--- config.mk ---
export PLATFORM = sky130hd
export DESIGN_NAME = router_out_arb_flat
export DESIGN_NICKNAME = d
export VERILOG_FILES = /design/src/rtl/router_arb_pkg.sv /design/src/rtl/router_out_arb_if.sv /design/src/rtl/rr_arb_pick.sv /design/src/rtl/router_out_arb.sv /design/src/flat_wrapper.sv
export SDC_FILE = /design/constraint.sdc
export NUM_CORES = 1
export LEC_CHECK = 0
export CAP_MARGIN = 30
export CORE_MARGIN = 5
export CORE_UTILIZATION = 41
export DETAILED_ROUTE_END_ITERATION = 7
export PLACE_DENSITY = 0.71
export SLEW_MARGIN = 30
export SYNTH_ARGS = -nofsm -noshare
export SYNTH_HDL_FRONTEND = slang
export SYNTH_SLANG_ARGS = --single-unit
--- constraint.sdc ---
create_clock -name clk -period 1.45 [get_ports clk]
set_clock_uncertainty 0.15 [all_clocks]
set_input_delay 0.145 -clock clk [delete_from_list [all_inputs] [get_ports clk]]
set_output_delay 0.145 -clock clk [all_outputs]
set_load 0.005 [all_outputs]
--- src/rtl/router_arb_pkg.sv ---
// Shared types and constants for the router output-port arbiter.
package router_arb_pkg;

   localparam int unsigned N_REQ_DFLT = 4;
   localparam int unsigned SEL_W      = 2;

   typedef enum logic [1:0] {
      IDLE  = 2'd0,
      GRANT = 2'd1,
      GAP   = 2'd2
   } arb_state_e;

endpackage

--- src/rtl/router_out_arb_if.sv ---
// Request/grant bundle between the input-port requesters and the output arbiter.
interface router_out_arb_if
   import router_arb_pkg::*;
#(
   parameter int unsigned N_REQ = N_REQ_DFLT
) ();

   logic [N_REQ-1:0] req;
   logic [N_REQ-1:0] o_grant;
   logic [SEL_W-1:0] o_sel;
   logic             o_busy;
   logic             o_timeout;

   modport master (
      input  req,
      output o_grant, o_sel, o_busy, o_timeout
   );

   modport slave (
      output req,
      input  o_grant, o_sel, o_busy, o_timeout
   );

endinterface

--- src/rtl/rr_arb_pick.sv ---
// Combinational round-robin picker: first set req bit at or above ptr, else lowest set bit.
module rr_arb_pick
   import router_arb_pkg::*;
#(
   parameter int unsigned N_REQ = N_REQ_DFLT
) (
   input  logic [N_REQ-1:0] req,
   input  logic [SEL_W-1:0] ptr,
   output logic [N_REQ-1:0] gnt,
   output logic             valid
);

   always_comb begin
      gnt   = '0;
      valid = 1'b0;
      for (int unsigned i = 0; i < N_REQ; i++) begin
         if (!valid && req[i] && (SEL_W'(i) >= ptr)) begin
            gnt[i] = 1'b1;
            valid  = 1'b1;
         end
      end
      // wrap pass: only reached when nothing at or above ptr is requesting
      for (int unsigned i = 0; i < N_REQ; i++) begin
         if (!valid && req[i]) begin
            gnt[i] = 1'b1;
            valid  = 1'b1;
         end
      end
   end

endmodule

--- src/rtl/router_out_arb.sv ---
// Router output-port arbiter: round-robin, frame-hold, one dead cycle between frames.
// Optional grant watchdog with requester masking enabled by ROUTER_ARB_TIMEOUT_EN.
module router_out_arb
   import router_arb_pkg::*;
#(
   parameter int unsigned N_REQ = N_REQ_DFLT
`ifdef ROUTER_ARB_TIMEOUT_EN
   , parameter int unsigned TIMEOUT_CYC = 255
`endif
) (
   input  logic             clk,
   input  logic             reset_n,
   router_out_arb_if.master bus
);

   arb_state_e       state_q, state_d;
   logic [N_REQ-1:0] grant_q, grant_d;
   logic [SEL_W-1:0] sel_q, sel_d;
   logic [SEL_W-1:0] ptr_q, ptr_d;
   logic [N_REQ-1:0] elig;
   logic [N_REQ-1:0] pick_gnt;
   logic             pick_valid;
   logic [SEL_W-1:0] pick_idx;

`ifdef ROUTER_ARB_TIMEOUT_EN
   localparam int unsigned CNT_W = $clog2(TIMEOUT_CYC + 1);

   logic [CNT_W-1:0] cnt_q, cnt_d;
   logic [N_REQ-1:0] mask_q, mask_d;
   logic             timeout_q, timeout_d;

   assign elig = bus.req & ~mask_q;
`else
   assign elig = bus.req;
`endif

   rr_arb_pick #(
      .N_REQ (N_REQ)
   ) u_pick (
      .req   (elig),
      .ptr   (ptr_q),
      .gnt   (pick_gnt),
      .valid (pick_valid)
   );

   always_comb begin
      pick_idx = '0;
      for (int unsigned i = 0; i < N_REQ; i++) begin
         if (pick_gnt[i]) pick_idx = pick_idx | SEL_W'(i);
      end
   end

   always_comb begin
      state_d = state_q;
      grant_d = grant_q;
      sel_d   = sel_q;
      ptr_d   = ptr_q;
`ifdef ROUTER_ARB_TIMEOUT_EN
      timeout_d = 1'b0;
      mask_d    = mask_q & bus.req;
      cnt_d     = '0;
`endif
      unique case (state_q)
         IDLE: begin
            if (pick_valid) begin
               state_d = GRANT;
               grant_d = pick_gnt;
               sel_d   = pick_idx;
               ptr_d   = (pick_idx == SEL_W'(N_REQ - 1)) ? '0 : pick_idx + 1'b1;
            end
         end
         GRANT: begin
            if (~|(bus.req & grant_q)) begin
               state_d = GAP;
               grant_d = '0;
               sel_d   = '0;
            end
`ifdef ROUTER_ARB_TIMEOUT_EN
            // a normal frame end wins over a watchdog hit on the same edge
            else if (cnt_q == CNT_W'(TIMEOUT_CYC - 1)) begin
               state_d   = GAP;
               grant_d   = '0;
               sel_d     = '0;
               timeout_d = 1'b1;
               mask_d    = mask_d | grant_q;
            end else begin
               cnt_d = cnt_q + 1'b1;
            end
`endif
         end
         GAP:     state_d = IDLE;
         default: state_d = IDLE;
      endcase
   end

   always_ff @(posedge clk or negedge reset_n) begin
      if (!reset_n) begin
         state_q <= IDLE;
         grant_q <= '0;
         sel_q   <= '0;
         ptr_q   <= '0;
`ifdef ROUTER_ARB_TIMEOUT_EN
         cnt_q     <= '0;
         mask_q    <= '0;
         timeout_q <= 1'b0;
`endif
      end else begin
         state_q <= state_d;
         grant_q <= grant_d;
         sel_q   <= sel_d;
         ptr_q   <= ptr_d;
`ifdef ROUTER_ARB_TIMEOUT_EN
         cnt_q     <= cnt_d;
         mask_q    <= mask_d;
         timeout_q <= timeout_d;
`endif
      end
   end

   assign bus.o_grant = grant_q;
   assign bus.o_sel   = sel_q;
   assign bus.o_busy  = (state_q == GRANT);
`ifdef ROUTER_ARB_TIMEOUT_EN
   assign bus.o_timeout = timeout_q;
`else
   assign bus.o_timeout = 1'b0;
`endif

endmodule

--- src/flat_wrapper.sv ---
// flat-port wrapper written by rule: the top's interface ports become plain ports
module router_out_arb_flat import router_arb_pkg::*;
#(
   parameter int unsigned N_REQ = N_REQ_DFLT

)
  (clk, reset_n, bus_req, bus_o_grant, bus_o_sel, bus_o_busy, bus_o_timeout);
  router_out_arb_if #(.N_REQ(N_REQ)) bus_i ();
  input  logic clk;
  input  logic reset_n;
  input wire logic [$bits(bus_i.req)-1:0] bus_req;
  output wire logic [$bits(bus_i.o_grant)-1:0] bus_o_grant;
  output wire logic [$bits(bus_i.o_sel)-1:0] bus_o_sel;
  output wire logic [$bits(bus_i.o_busy)-1:0] bus_o_busy;
  output wire logic [$bits(bus_i.o_timeout)-1:0] bus_o_timeout;
  assign bus_i.req = bus_req;
  assign bus_o_grant = bus_i.o_grant;
  assign bus_o_sel = bus_i.o_sel;
  assign bus_o_busy = bus_i.o_busy;
  assign bus_o_timeout = bus_i.o_timeout;
  router_out_arb #(.N_REQ(N_REQ)) u_core (.clk(clk), .reset_n(reset_n), .bus(bus_i));
endmodule
# After elaboration in Yosys (flattened, before gate mapping)
# Index checks and enable logic that the tools add are counted.
op_classes:
  n_lt_le_gt_ge: 4
  n_reduce_logical: 24
  div: 0
  n_shift: 0
  n_eq_ne: 4
  n_addsub: 1
  bitwise: 1
  n_mux: 28
  multipliers: 0
op_table:
  columns: ["operator", "count"]
  rows:
  - ["$mux W1", 16]
  - ["$mux W2", 7]
  - ["$logic_and A1 B1 Y1", 11]
  - ["$mux W4", 2]
  - ["$pmux W2 S2", 2]
  - ["$pmux W4 S2", 1]
  - ["$logic_not A1 Y1", 7]
  - ["$and A4 B4 Y4", 1]
  - ["$ge A1 B2 Y1 const A", 2]
  - ["$ge A2 B2 Y1 const A", 2]
  - ["$reduce_and A2 Y1", 2]
  - ["$reduce_or A4 Y1", 1]
  - ["$reduce_and A3 Y1", 1]
  - ["$add A2 B1 Y2 const B", 1]
  - ["$eq A2 B1 Y1 const B", 1]
  - ["$eq A2 B2 Y1 const B", 1]
  - ["$logic_not A2 Y1", 1]
  - ["$ne A2 B1 Y1 const B", 1]
  - ["$ne A2 B2 Y1 const B", 1]
  - ["$reduce_bool A2 Y1", 1]
word_totals:
  mem_bits_ro: 0
  regBits: 10
  ramBits: 0
  elab_cells: 66
  output_inout_bits: 8
  latch_bits: 0
  input_bits: 6
  n_memories: 0

# Longest topological paths before layout
logic_depth:
  depth_word: 30
  depth_mapped: 4
  depth_no_buf: 4

# Modules after synthesis
# A second synthesis with hierarchy kept.
hier_totals:
  cells_unflattened: 62
  area_unflattened_um2: 585.6
by_module_without_submodules:
  columns: ["module", "area_per_inst_um2", "seq_area_each_um2", "instances", "cells_per_inst"]
  rows:
  - ["router_out_arb", 471.7, 250.2, 1, 44]
  - ["rr_arb_pick", 113.9, 0.0, 1, 18]

# Worst setup path before layout
# OpenSTA, ideal clock, no wires.
synth_path:
  kind: "register to register"
  from: "register u_core.state_q[1]"
  to: "register u_core.grant_q[1] (netlist: u_core.bus.o_grant[1])"
  arrival_time_ns: 1.145
  slack_ns: 0.033
  path_buffers: 0
  path_stages_with_launch: 5
  synth_period_minus_slack_ns: 1.417
  setup_ns: 0.123
  required_ns: 1.177
  path_cell_list: "dfrtp_1 -> and2b_1 -> and3_1 -> nor2_4 -> a2bb2o_2"
synth_between:
  elab_chain_len: 3
  word_cells_on_any_way: 7
  classes_between: "eq/ne (3); mux (1); reduce/logical (3)"
synth_lines:
  columns: ["item", "line_no", "text"]
  rows:
  - ["from (decl)", "router_out_arb.sv:16", "arb_state_e state_q, state_d;"]
  - ["from (signal assigned)", "router_out_arb.sv:108", "state_q <= state_d;"]
  - ["$eq A2 B1 Y1 (*)", null, null]
  - ["via bus_o_busy", "flat_wrapper.sv:14", "output wire logic [$bits(bus_i.o_busy)-1:0] bus_o_busy;"]
  - ["$ne A2 B2 Y1 (no line) or $reduce_bool A2 Y1 (tied branches)", null, null]
  - ["$reduce_and A3 Y1 (no line)", null, null]
  - ["to (signal assigned)", "router_out_arb.sv:109", "grant_q <= grant_d;"]
  - ["to (decl)", "router_out_arb.sv:17", "logic [N_REQ-1:0] grant_q, grant_d;"]
# Mark *: on every way through the listed nets, which the timed path passes. The rest lies on a longest branch.
# A chain may end at the register's enable or synchronous reset.

# Worst setup path in the final report
layout_path:
  from: "register u_core.state_q[1]"
  to: "register u_core.grant_q[3] (netlist: u_core.bus.o_grant[3])"
layout_between:
  elab_chain_len: 3
  word_cells_on_any_way: 7
  classes_between: "eq/ne (3); mux (1); reduce/logical (3)"
layout_lines:
  columns: ["item", "line_no", "text"]
  rows:
  - ["$eq A2 B1 Y1 or $logic_not A2 Y1 (tied branches)", "router_out_arb.sv:63", "unique case (state_q)"]
  - ["$ne A2 B2 Y1 (no line) (tied with other cells)", null, null]
  - ["$reduce_and A3 Y1 (no line)", null, null]
# Several ways; a longest one is shown, not always the timed one.

==> metrics.txt <==
layout cells sized above 1 0.393; sequential share of power 0.310; status finished, final reports clean; largest net degree at the start of global routing 11; total CTS buffers 3; synth unique cells 26; Total Power 1.59 mW; Antenna diodes 0; post-synthesis sequential area ratio 0.446; Final Max Tran Viols 0; crit path cell chain buf_4 > or3_4 > nor3_2 > a21o_1; syn_area_per_cell about 10 um2; fin crit share 0.970; Crit Path Class reg -> reg; worst skew pair latency 260 ps; Max Cap Viol 0; sw power 0.592 mW; Die W 47.0 um; Pwr Density 1880 mW/mm2; Sink Count 10; initial core utilization 0.431; RSZ-0062 raised after global routing yes; Final HPWL DP 1.07 mm; Max FO, Critical Path 4; H-tree depth 1; final net count 92; std cell rows 13; crit path launch type register; 1st-iter DRT viols 16; gpl congestion 0.816; #FFs+latches synth 10; Max Fclk 0.711 GHz; CP peak stage delay 390 ps; Post-Syn Nets 60; clock-pin slew on the worst setup and hold paths 60 ps; Syn Std Cell Area between 500 and 600 um2; Worst Path Arrival roughly 1500 ps; worst-case clock buffer depth 2; Mapped Cells 54; Layout area overhead 50.9%; Crit-path slowest cell or3_4; clock share of power 0.117; number of global-route vias before repair 550; commonest cells after routing, fill and taps aside buf_4 (16), dfrtp_1 (9), dlygate4sd2_1 (8), nor2_1 (4), nand2_1 (4); Worst VDD drop 0.00101 V; Critical Path End Type register; switch share 0.371; IO Port Bufs 12; Congestion Overflow GR 0; commonest non-fill, non-tap cell in the layout buf_4; Setup violations, final 0; storage element area 251 um2; root buf cell clkbuf_4; Ports 14; WP data required 1500 ps; final WL roughly 1.5 mm; WL per Instance 14.8 um; Core Box Area about 0.0013 mm2; leakage 0.407 nW; post-route setup slack 43.7 ps; vias post-DR 543; first-pass GRT wire length roughly 2.5 mm; synth warn 0; Gate power share 0.573; Layout fillers 118; Remaining DRCs 0; CTS tree done; dpl ws -422 ps; die area 0.00221 mm2; initial antenna violation count 0; CTS Hold Bufs 0; area of the multi-input gates 324 um2; final hold violations 0; chip height about 47 um; GRT Util Overall 0.168; detailed-route vias per instance 5.48; internal power 1.00 mW; final worst path period need 1410 ps; worst min path class in -> async; antenna-violating nets left 0; Detailed Routing Iterations Pass 1 4
==> metrics by stage <==
step / hold slack (ps) / utilization / TNS, ps / cells / cell area [um2]
after detailed placement: 336 / 0.601 / -3000 / 92 / 782
final: 41.1 / 0.650 / 0 / 99 / 846
after floorplan: -301 / - / 0 / 54 / 561
after global placement: 338 / 0.601 / -3000 / 92 / 782
after CTS: 50.3 / 0.633 / 0 / 98 / 823
after global routing: 75.5 / 0.650 / -25.7 / 99 / 846
==> per-layer routing <==
layer  global-route usage  share of wire  vias up
met4               0.0829          0.014        0
met3               0.0383          0.055        4
met1                0.216           0.45      262
met2                0.263           0.48       16
li1                     -              -      261
met5                    0              0        -
==> cell families (layout without fill, tap and decap cells) <==
group	Yosys count	count (layout)	share of synthesized area
mux	1	1	0.0179
other cells	1	1	0.00669
buf+inv	2	32	0.0201
simple gates	18	18	0.237
compound gates	22	22	0.272
flops	10	10	0.446
==> cell type report <==
type,count,share of cell area
Multi-Input combinational cell,42,0.383
Inverter,1,0.00444
Tap cell,15,0.0222
Timing Repair Buffer,28,0.266
Sequential cell,10,0.297
Clock buffer,3,0.0266
==> Yosys cell counts, drive strengths merged <==
cell    instances  area, um2
dfrtp          10        250
o21ai           6       30.0
nor2            5       26.3
nand2           4       15.0
a21oi           3       15.0
nor2b           3       18.8
o211ai          3       22.5
a21o            2       15.0
a22o            2       17.5
a22oi           2       15.0
nor3            2       26.3
a2bb2o          1       11.3
a32o            1       10.0
a41oi           1       8.76
and2b           1       7.51
and3            1       6.26
buf             1       7.51
conb            1       3.75
inv             1       3.75
mux2i           1       10.0
nor4            1       21.3
o21a            1       7.51
or3             1       11.3
==> power groups by stage <==
stage               clock network, mW  logic (mW)  registers, mW
floorplan                           0       0.441          0.492
global placement                    0       0.810          0.502
finish                          0.186       0.912          0.494
CTS                             0.193       0.872          0.491
detailed placement                  0       0.822          0.503
global route                    0.209        1.01          0.510
==> worst paths after layout <==
kind / startpoint / to / cells after the start / slack, ps
max in group asynchronous: reset_n / u_core.ptr_q[1] / 1 / 780
setup reg to reg: u_core.state_q[1] / u_core.bus.o_grant[3] / 4 / 40
setup / recovery: u_core.state_q[1] / u_core.bus.o_grant[3] / 4 / 40
hold reg to reg: u_core.bus.o_sel[1] / u_core.bus.o_sel[1] / 1 / 370
min in group clk: u_core.bus.o_sel[1] / u_core.bus.o_sel[1] / 1 / 370
hold / removal: reset_n / u_core.ptr_q[0] / 1 / 40
==> state kept, by name, indices dropped and copies added, names as in the netlist <==
| register | count |
|---|---|
| u_core.bus.o_grant | 4 |
| u_core.bus.o_sel | 2 |
| u_core.state_q | 2 |
| u_core.ptr_q | 2 |
==> critical path: cells and delay by family, from the launching register on <==
family,cells,cell delay [ps]
buffers and inverters,1,150
AND/OR/NAND/NOR,2,570
flip-flops,1,380
AO/OA/AOI/OAI,1,100
==> timing repair <==
action | 4_1_cts | 5_1_grt
setup endpoints to repair | 13 | 8
pin swaps | 3 | 4
setup buffers | 3 | 1
resized for setup | 12 | 8
Note: power is estimated with default switching activity, not from simulation.
